### config.mk
export PLATFORM = sky130hd
export DESIGN_NAME = uart_tx_cfg
export DESIGN_NICKNAME = d
export VERILOG_FILES = /design/src/rtl/uart_pkg.sv /design/src/rtl/uart_bit_timer.sv /design/src/rtl/uart_tx_cfg.sv
export SDC_FILE = /design/constraint.sdc
export NUM_CORES = 1
export LEC_CHECK = 0
export ABC_AREA = 1
export CELL_PAD_IN_SITES_DETAIL_PLACEMENT = 2
export CELL_PAD_IN_SITES_GLOBAL_PLACEMENT = 2
export CORE_MARGIN = 10
export CORE_UTILIZATION = 31
export CTS_CLUSTER_SIZE = 14
export DETAILED_ROUTE_END_ITERATION = 10
export PLACE_DENSITY = 0.8
export SLEW_MARGIN = 20
export SYNTH_ARGS = -nofsm -noshare
export SYNTH_HDL_FRONTEND = slang
export SYNTH_HIERARCHICAL = 1
export SYNTH_SLANG_ARGS = --single-unit
export TNS_END_PERCENT = 10
### constraint.sdc
create_clock -name i_clk -period 3.14 [get_ports i_clk]
set_clock_uncertainty 0.15 [all_clocks]
set_input_delay 0.628 -clock i_clk [delete_from_list [all_inputs] [get_ports i_clk]]
set_output_delay 0.628 -clock i_clk [all_outputs]
set_load 0.005 [all_outputs]
### src/rtl/uart_pkg.sv
// rtl/uart_pkg.sv - shared types and helpers for the UART transmitter and the future receiver
package uart_pkg;

  typedef enum logic [2:0] {
    IDLE,
    START,
    DATA,
    PARITY,
    STOP,
    BREAK
  } state_e;

  localparam logic [1:0] PAR_NONE = 2'b00;
  localparam logic [1:0] PAR_EVEN = 2'b01;
  localparam logic [1:0] PAR_ODD  = 2'b10;

  function automatic int timer_width(input int cycles);
    return (cycles > 2) ? $clog2(cycles) : 1;
  endfunction

endpackage

### src/rtl/uart_bit_timer.sv
// rtl/uart_bit_timer.sv - bit-period counter emitting a one-cycle bit_end tick
module uart_bit_timer
  import uart_pkg::*;
#(
  parameter int CLK_CY_PER_BIT = 87
) (
  input  logic clk,
  input  logic clear,
  input  logic enable,
  output logic bit_end
);

  localparam int W = timer_width(CLK_CY_PER_BIT);
  localparam logic [W-1:0] LAST = W'(CLK_CY_PER_BIT - 1);

  logic [W-1:0] cnt;

  assign bit_end = enable && !clear && (cnt == LAST);

  // Wraps on its own at bit_end so consecutive bits need no explicit clear.
  always_ff @(posedge clk) begin
    if (clear) begin
      cnt <= '0;
    end else if (enable) begin
      cnt <= bit_end ? '0 : cnt + 1'b1;
    end
  end

endmodule

### src/rtl/uart_tx_cfg.sv
// rtl/uart_tx_cfg.sv - configurable UART transmitter; UART_TX_BREAK_EN adds line-break generation
module uart_tx_cfg
  import uart_pkg::*;
#(
  parameter int CLK_CY_PER_BIT = 87,
  parameter int DATA_BITS      = 8
) (
  input  logic                 i_clk,
  input  logic                 i_rst,
`ifdef UART_TX_BREAK_EN
  input  logic                 i_Break,
`endif
  input  logic                 i_Tx_Dv,
  input  logic [DATA_BITS-1:0] i_Tx_Data,
  input  logic [1:0]           i_Parity_Mode,
  input  logic                 i_Two_Stop,
  output logic                 o_Tx_Ready,
  output logic                 o_Tx_Active,
  output logic                 o_Tx_Done,
  output logic                 o_Tx_Serial
);

  localparam logic [3:0] LAST_BIT = 4'(DATA_BITS - 1);

  state_e               state_q, state_d;
  logic [DATA_BITS-1:0] shift_q, shift_d;
  logic [3:0]           bit_cnt_q, bit_cnt_d;
  logic                 stop_cnt_q, stop_cnt_d;
  logic                 two_stop_q, two_stop_d;
  logic                 par_en_q, par_en_d;
  logic                 par_bit_q, par_bit_d;
  logic                 mark_q, mark_d;
  logic                 serial_q, serial_d;
  logic                 active_q, active_d;
  logic                 done_q, done_d;

  logic bit_end, brk_in, frame_end, can_start, accept, brk_go;
  logic timer_clear, timer_en;

`ifdef UART_TX_BREAK_EN
  assign brk_in = i_Break;
`else
  assign brk_in = 1'b0;
`endif

  // The last cycle of the final stop bit also accepts, giving gap-free frames.
  assign frame_end  = (state_q == STOP) && bit_end && (!two_stop_q || stop_cnt_q);
  assign can_start  = (state_q == IDLE) || frame_end;
  assign o_Tx_Ready = can_start && !brk_in;
  assign accept     = o_Tx_Ready && i_Tx_Dv;
  assign brk_go     = can_start && brk_in;

  assign timer_clear = i_rst || (state_q == IDLE) || ((state_q == BREAK) && !mark_q);
  assign timer_en    = (state_q != IDLE);

  uart_bit_timer #(
    .CLK_CY_PER_BIT(CLK_CY_PER_BIT)
  ) u_timer (
    .clk    (i_clk),
    .clear  (timer_clear),
    .enable (timer_en),
    .bit_end(bit_end)
  );

  always_comb begin
    state_d    = state_q;
    shift_d    = shift_q;
    bit_cnt_d  = bit_cnt_q;
    stop_cnt_d = stop_cnt_q;
    two_stop_d = two_stop_q;
    par_en_d   = par_en_q;
    par_bit_d  = par_bit_q;
    mark_d     = mark_q;
    serial_d   = serial_q;
    active_d   = active_q;
    done_d     = 1'b0;

    case (state_q)
      IDLE: begin
        serial_d = 1'b1;
        active_d = 1'b0;
      end
      START: begin
        if (bit_end) begin
          state_d   = DATA;
          serial_d  = shift_q[0];
          bit_cnt_d = '0;
        end
      end
      DATA: begin
        if (bit_end) begin
          if (bit_cnt_q == LAST_BIT) begin
            if (par_en_q) begin
              state_d  = PARITY;
              serial_d = par_bit_q;
            end else begin
              state_d    = STOP;
              serial_d   = 1'b1;
              stop_cnt_d = 1'b0;
            end
          end else begin
            shift_d   = shift_q >> 1;
            serial_d  = shift_q[1];
            bit_cnt_d = bit_cnt_q + 4'd1;
          end
        end
      end
      PARITY: begin
        if (bit_end) begin
          state_d    = STOP;
          serial_d   = 1'b1;
          stop_cnt_d = 1'b0;
        end
      end
      STOP: begin
        if (frame_end) begin
          state_d  = IDLE;
          serial_d = 1'b1;
          active_d = 1'b0;
          done_d   = 1'b1;
        end else if (bit_end) begin
          stop_cnt_d = 1'b1;
        end
      end
`ifdef UART_TX_BREAK_EN
      BREAK: begin
        if (!mark_q) begin
          serial_d = 1'b0;
          if (!brk_in) begin
            mark_d   = 1'b1;
            serial_d = 1'b1;
          end
        end else if (bit_end) begin
          state_d  = IDLE;
          mark_d   = 1'b0;
          active_d = 1'b0;
          serial_d = 1'b1;
        end
      end
`endif
      default: begin
        state_d  = IDLE;
        serial_d = 1'b1;
        active_d = 1'b0;
      end
    endcase

    if (brk_go) begin
      state_d  = BREAK;
      mark_d   = 1'b0;
      serial_d = 1'b0;
      active_d = 1'b1;
    end else if (accept) begin
      state_d    = START;
      serial_d   = 1'b0;
      active_d   = 1'b1;
      shift_d    = i_Tx_Data;
      two_stop_d = i_Two_Stop;
      case (i_Parity_Mode)
        PAR_EVEN: begin
          par_en_d  = 1'b1;
          par_bit_d = ^i_Tx_Data;
        end
        PAR_ODD: begin
          par_en_d  = 1'b1;
          par_bit_d = ~^i_Tx_Data;
        end
        default: begin
          par_en_d  = 1'b0;
          par_bit_d = 1'b0;
        end
      endcase
    end
  end

  always_ff @(posedge i_clk) begin
    if (i_rst) begin
      state_q    <= IDLE;
      shift_q    <= '0;
      bit_cnt_q  <= '0;
      stop_cnt_q <= 1'b0;
      two_stop_q <= 1'b0;
      par_en_q   <= 1'b0;
      par_bit_q  <= 1'b0;
      mark_q     <= 1'b0;
      serial_q   <= 1'b1;
      active_q   <= 1'b0;
      done_q     <= 1'b0;
    end else begin
      state_q    <= state_d;
      shift_q    <= shift_d;
      bit_cnt_q  <= bit_cnt_d;
      stop_cnt_q <= stop_cnt_d;
      two_stop_q <= two_stop_d;
      par_en_q   <= par_en_d;
      par_bit_q  <= par_bit_d;
      mark_q     <= mark_d;
      serial_q   <= serial_d;
      active_q   <= active_d;
      done_q     <= done_d;
    end
  end

  assign o_Tx_Serial = serial_q;
  assign o_Tx_Active = active_q;
  assign o_Tx_Done   = done_q;

endmodule

======== Word level (Yosys, flattened, before mapping) ========
Cells that the tools add are included.
storage, ports and cells
  register bits after elaboration ......... 29
  bits of input ports ..................... 14
  logic and storage cells ................. 109
  output and inout port bits .............. 4
operators by class
  eq/ne operators ......................... 26
  multiplexer cells ....................... 37
  bitwise gates (word level) .............. 2
  reduce and logical (&&, ||, !) cells .... 30
  add/sub/neg operators ................... 2
operator list
  operator             count
  $mux 8               4
  $ne 2x2->1 const B   11
  $mux 3               6
  $mux 1               17
  $ne 3x3->1 const B   5
  $pmux 3 s5           1
  $mux 4               3
  $reduce_and 6->1     2
  $pmux 4 s2           1
  $reduce_and 4->1     2
  $reduce_xnor 8->1    1
  $reduce_xor 8->1     1
  $add 7x1->7 const B  1
  $eq 7x7->1 const B   1
  $mux 7               1
  $reduce_and 7->1     1
  $eq 3x2->1 const B   2
  $eq 3x3->1 const B   2
  $reduce_bool 2->1    3
  $reduce_bool 3->1    2
  $reduce_or 2->1      3
  $logic_and 1x1->1    5
  $add 4x1->4 const B  1
  $eq 4x3->1 const B   1
  14 further kinds     20

======== Longest topological paths before layout ========
  depth in word-level cells ............... 12
  gate-level depth with buffers ........... 18
  mapped depth without buffers ............ 17

======== Modules after synthesis ========
Netlist, hierarchy kept.
by module, submodules not included
  module          cells an instance  seq. area each (um2)  area an instance (um2)  instances
  uart_tx_cfg     226                440.4                 1446.4                  1
  uart_bit_timer  61                 140.1                 400.4                   1

======== Least setup slack after synthesis ========
OpenSTA, ideal clock, no wires.
  kind .................................... input-to-output
  start point ............................. input port i_rst
  end point ............................... output port o_Tx_Ready
  data arrival time ....................... 2.048 ns
  path buffers ............................ 3
  required time ........................... 2.362 ns
  setup slack ............................. 0.314 ns
  stages .................................. 12
  cells stage by stage .................... buf_2 > inv_1 > buf_4 > nand3_1 > inv_2 > nand2_1 > nor2_1 > nand2_2 > inv_1 > clkbuf_2 > nand4_2 > nand2_4
between the ends
  cells in the longest elaborated chain, start to end .. 8
ends and longest elaborated chain
  what                            line                  RTL
  start: declaration              uart_tx_cfg.sv:9      input logic i_rst,
  $logic_or 1x1->1 (2 in a row)   uart_tx_cfg.sv:53     assign timer_clear = i_rst || (state_q == IDLE) || ((state_q == BREAK) && !mark_q);
  net timer_clear                 uart_tx_cfg.sv:38     logic timer_clear, timer_en;
  $logic_not 1->1                 uart_bit_timer.sv:18  assign bit_end = enable && !clear && (cnt == LAST);
  $logic_and 1x1->1 (2 in a row)  uart_bit_timer.sv:18
  net bit_end                     uart_tx_cfg.sv:37     logic bit_end, brk_in, frame_end, can_start, accept, brk_go;
  $logic_and 1x1->1 (2 in a row)  uart_tx_cfg.sv:47     assign frame_end = (state_q == STOP) && bit_end && (!two_stop_q || stop_cnt_q);
  $logic_or 1x1->1                uart_tx_cfg.sv:48     assign can_start = (state_q == IDLE) || frame_end;
  end: declaration                uart_tx_cfg.sv:17     output logic o_Tx_Ready,
The timed path passes the listed nets, and every way through them passes these cells.

======== Final worst setup path ========
Ends and elaborated chain as after synthesis.

==> flow_summary.json <==
{
  "outcome": "finished clean",
  "num_rows": 28,
  "syn_nets": 306,
  "total_vias_in_the_final_route": 1883,
  "min_period_over_period_pct": 92.2,
  "share_of_total_power_consumed_by_net_switching_pct": 29.7,
  "filler_cell_count": 738,
  "cts_root_buffer": "clkbuf_8",
  "muxShareOfSynthArea_pct": 0,
  "routed_via_density": 4.83,
  "seq_power_share_pct": 44.6,
  "max-cap-violations": 0,
  "p_clk_share_pct": 35.0,
  "core_area_mm2": 0.00585,
  "arrival_ps": 2120,
  "detail_route.first_pass.iterations": 4,
  "cellPowerDensity_mw_per_mm2": 404,
  "path_max_fanout": 2,
  "syn_area_mm2": 0.00185,
  "final.min_clock_period_ps": 2900,
  "floorplan.die_area_mm2": 0.00944,
  "timing_hold_violations_final": 0,
  "wl_mm": 5.56,
  "synth_top_flop_cell": "dfxtp_1",
  "post_synth_and_or_nand_nor_area_fraction_pct": 43.6,
  "clkLatencyLatePin_ps": 280,
  "grt_pass1_wl_mm": 9.52,
  "layout_common_cells": "nand2_1, inv_1, dfxtp_1, nand3_1, nor2_1",
  "tritoncts": "done",
  "synth_enable_flop_cells": 0,
  "grt_usage_pct": 12.0,
  "total_power_mw": 0.899,
  "timing.hold.worst.class": "reg2reg",
  "p_leak_nw": 1.05,
  "postLayoutCellArea_mm2": 0.00223,
  "synthXorXnorAreaFrac_pct": 0.949,
  "maximum_number_of_pins_on_one_net_before_global_route_repair": 19,
  "worst_setup_hold_path_clk_slew_ps": 60,
  "cts_num_sinks": 29,
  "synth-compound-area-share_pct": 9.82,
  "synth_cells": 287,
  "average_instance_area_after_synthesis_um2": 6.43,
  "yosysWarningCount": 6,
  "routabilityCongestion": 0.789,
  "cellInternalPower_mw": 0.632,
  "setup_violations": 0,
  "final_max_tran_viols": 0,
  "slew_headroom_pct": 60.6,
  "layout-drive-gt1-share_pct": 15.2,
  "grt_overflow_total": 0,
  "tritoncts_buffers": 5,
  "n_antenna_cell": 0,
  "first_global_vias": 2122,
  "achievable_freq_mhz": 345,
  "synth_adder_area_share_pct": 3.39,
  "final_nets": 334,
  "die_x_um": 97.2,
  "ys_ff_latch": 29,
  "worstPathRequired_ps": 2360,
  "final_critical_path_setup_slack_ps": 244,
  "power.switching_mw": 0.267,
  "ios": 18,
  "starting_density_pct": 31.6,
  "final_antenna_net_count": 0,
  "netlist-cell-type-count": 30,
  "worst_setup_path_start_kind": "input pin",
  "route.detailed.drc": 0,
  "htreeDepth": 2,
  "dp_worst_setup_slack_ps": -49.9,
  "dp_hpwl_mm": 4.53,
  "die_h_um": 97.2,
  "routed_wire_length_per_instance_um": 14.3,
  "crit_end_category": "output pin",
  "timing_worst_slew_pin_value_ps": 586,
  "buffer_ports.inserted": 17,
  "synth_async_sr_flop_share_pct": 0,
  "finalCoreUtilization_pct": 38.0,
  "flow.area_growth_from_synthesis_pct": 20.5,
  "dominant_combinational_cell_family_by_area_after_synthesis": "simple AND/OR/NAND/NOR gates",
  "drt_first_iter_violations": 25,
  "dpl_cell_area_mm2": 0.00213,
  "number_of_antenna_violations_at_the_first_check_in_global_routing": 0,
  "max-vdd-ir-drop_uv": 129,
  "synth_seq_area_share_pct": 31.4,
  "number_of_hold_buffers_added_after_cts": 0,
  "timing.setup.critical_path_class": "in2out",
  "layout_commonest_cell": "nand2_1",
  "p_comb_share_pct": 20.4,
  "rsz0062_at_grt": "no",
  "cts_buffer_depth": 2
}
## critical path, stage by stage
cell	delay [ps]
clkdlybuf4s50_1	420
inv_1	80
nand3_1	110
inv_2	80
nand2_1	50
nor2_1	110
nand2_2	70
inv_1	100
nand4_2	120
nand2_4	110
dlygate4sd2_1	230
## kinds of logic (layout without fill, tap and decap cells)
group                    count (synthesis)  in the layout
AND/OR/NAND/NOR                        174            174
buffers and inverters                   47             75
AO/OA/AOI/OAI                           30             30
flip-flops                              29             29
adder cells (fa/ha/maj)                  5              5
XOR/XNOR                                 2              2
## final timing paths
| path | slack [ps] | depth (start not counted) | to | from |
|---|---|---|---|---|
| setup / recovery | 240 | 11 | o_Tx_Ready | i_rst |
| hold / removal | 340 | 2 | shift_q[7] | shift_q[7] |
| setup reg to reg | 650 | 18 | state_q[0] | state_q[1] |
| hold reg to reg | 340 | 2 | shift_q[7] | shift_q[7] |
## per-layer routing
metal / global-route usage (%) / wire length [µm] / vias up
li1: - / - / 949
met1: 11.8 / 2370 / 893
met5: 0 / 0 / -
met4: 6.13 / 165 / 0
met3: 2.28 / 113 / 13
met2: 23.0 / 2910 / 28
## power by group through the flow
stage / logic [mW] / clock network [mW] / registers [mW]
after global placement: 0.180 / 0 / 0.408
after CTS: 0.188 / 0.328 / 0.402
after detailed placement: 0.189 / 0 / 0.409
after global routing: 0.210 / 0.339 / 0.403
after floorplan: 0.123 / 0 / 0.405
final: 0.183 / 0.314 / 0.401
## sequential cells by signal, summed over array words and instances (netlist names), 3 cells and up
signal       cells
shift_q          8
u_timer/cnt      7
bit_cnt_q        4
state_q          3
## repair_timing
| item | 4_1_cts | 5_1_grt |
|---|---|---|
| endpoints found under the setup margin | 1 | 0 |
| setup buffers | 2 | 0 |
| resized for setup | 1 | 0 |
## synth_stat cells, types with 3 or more instances
cell | number | area, µm²
o21ai_0 | 9 | 45.0
ha_1 | 5 | 62.6
dfxtp_1 | 29 | 581
inv_2 | 5 | 18.8
inv_1 | 35 | 131
nor2_1 | 25 | 93.8
nand2_2 | 4 | 25.0
a21oi_2 | 6 | 52.6
a21oi_1 | 9 | 45.0
nand2_1 | 100 | 375
nor2_2 | 3 | 18.8
nand3_1 | 27 | 135
nand3_2 | 6 | 60.1
## metrics by stage
step	TNS (ps)	hold WS (ps)	std cells
global route	0	358	390
finish	0	336	390
global placement	0	318	381
floorplan	0	294	287
detailed placement	-49.9	329	381
CTS	0	343	390
## layout make-up
class | count | area [µm²] | share of cell area, %
Timing Repair Buffer | 26 | 236 | 10.6
Inverter | 42 | 163 | 7.31
Multi-Input combinational cell | 211 | 1070 | 47.9
Sequential cell | 29 | 581 | 26.1
Tap cell | 75 | 93.8 | 4.22
Clock buffer | 7 | 86.3 | 3.88
(Power assumes the default switching activity.)
==> edit: new RTL, same flow settings <==
Change the parameter `DATA_BITS` from 8 to 9.
--- a/src/rtl/uart_tx_cfg.sv
+++ b/src/rtl/uart_tx_cfg.sv
@@ -4,5 +4,5 @@
 #(
   parameter int CLK_CY_PER_BIT = 87,
-  parameter int DATA_BITS      = 8
+  parameter int DATA_BITS      = 9
 ) (
   input  logic                 i_clk,
Interface: changed (resized i_Tx_Data); port bits go from 18 to 19. The function was not compared with the original's and may differ.
==> edit against the unedited design <==
- combinational power rose by 31%
- power increased by 9.8%
- non-clock buffer count increased by 2
- worst setup slack worse by 0.071 ns
- die area increased by 1.1%
- synthesized cell count up 1.7%
- sequential cell count rose by 1
- count of clock-buffer cells in the layout did not move
- cell area grew 2.4%
- routed wire length rose by 7.9%
- first-iteration DRC count rose to 3.8 times the old value
- area after synthesis up 1.4%
- critical endpoint unchanged
- largest cell class unchanged
==> edit: results (changes against the unedited design) <==
| Quantity | This run | Change |
|:---|:---|:---|
| Status | finished, final reports clean |  |
| Number of global-route vias before repair | 2128 | +0.28% |
| Avg Synthesized Cell Area | 6.410 sq um | -0.38% |
| Layout overhead on the synthesized area | 21.79% |  |
| Number of buffers inserted by post-CTS setup repair | 0 | -2 |
| Worst Reg2Reg Path Length in Cells | 16 | -2 |
| Worst ir drop on vdd | 0.0001755 V | +36% |
| Hold WS | 0.3267 ns | -0.009759 ns |
| Global placer's final weighted congestion | 0.7998 | +1.4% |
| Largest registers in the final layout | shift_q (9), u_timer/cnt (7), bit_cnt_q (4) |  |
| Delay of the slowest cell on the worst path | 0.49 ns | +0.07 ns |
| Register-to-register setup slack | 0.49 ns | -0.16 ns |
| HPWL Detailed | 4794 microns | +5.8% |
| Largest net degree at the start of global routing | 15 | -4 |
| Total wire length after detailed routing | 6002 microns | +7.9% |
| Mean routed wirelength per cell | 15.04 microns | +5.5% |
| Routed length on met3 | 175 microns | +55% |
| Power density over cell area | 432.9 nW/um^2 | +7.2% |
| Met2 Wirelength | 2934 microns | +0.82% |
| Slew of the pin with the lowest slew margin | 0.3637 ns | -0.2223 ns |
| Comb pwr | 0.239 mW | +31% |
| Multi-input gate count | 214 | +1.4% |
| GR Util met1 | 0.1481 | +0.03033 |
| End point of the most critical hold path | o_Tx_Serial$_SDFFE_PP1P_ |  |
| Via-to-Cell Ratio | 4.892 | +1.3% |
[edit: changes by cell type in the layout (fill, tap and decap cells not counted), moves of 3 or more]
cell,delta
sky130_fd_sc_hd__o21ai_0,-4
sky130_fd_sc_hd__nand3_1,+4
sky130_fd_sc_hd__nand3_2,-5
sky130_fd_sc_hd__a21oi_2,-4
sky130_fd_sc_hd__inv_1,+3
sky130_fd_sc_hd__nand2_2,+5
sky130_fd_sc_hd__nor2_1,-8
sky130_fd_sc_hd__a21oi_1,+5
[edit: cells by family after synthesis]
family | Yosys count | share of synthesized area
simple gates | 173 | 0.4198
xor+xnor | 4 | 0.01871
buf+inv | 48 | 0.1063
fa+ha+maj | 6 | 0.04011
flops | 30 | 0.3209
compound gates | 31 | 0.09426
[edit: stage by stage]
step	utilization	power, mW
after floorplan	-	0.5665
after global placement	0.3716	0.6568
after detailed placement	0.3716	0.6664
after CTS	0.3869	0.9998
after global routing	0.3873	1.047
final	0.3873	0.9868
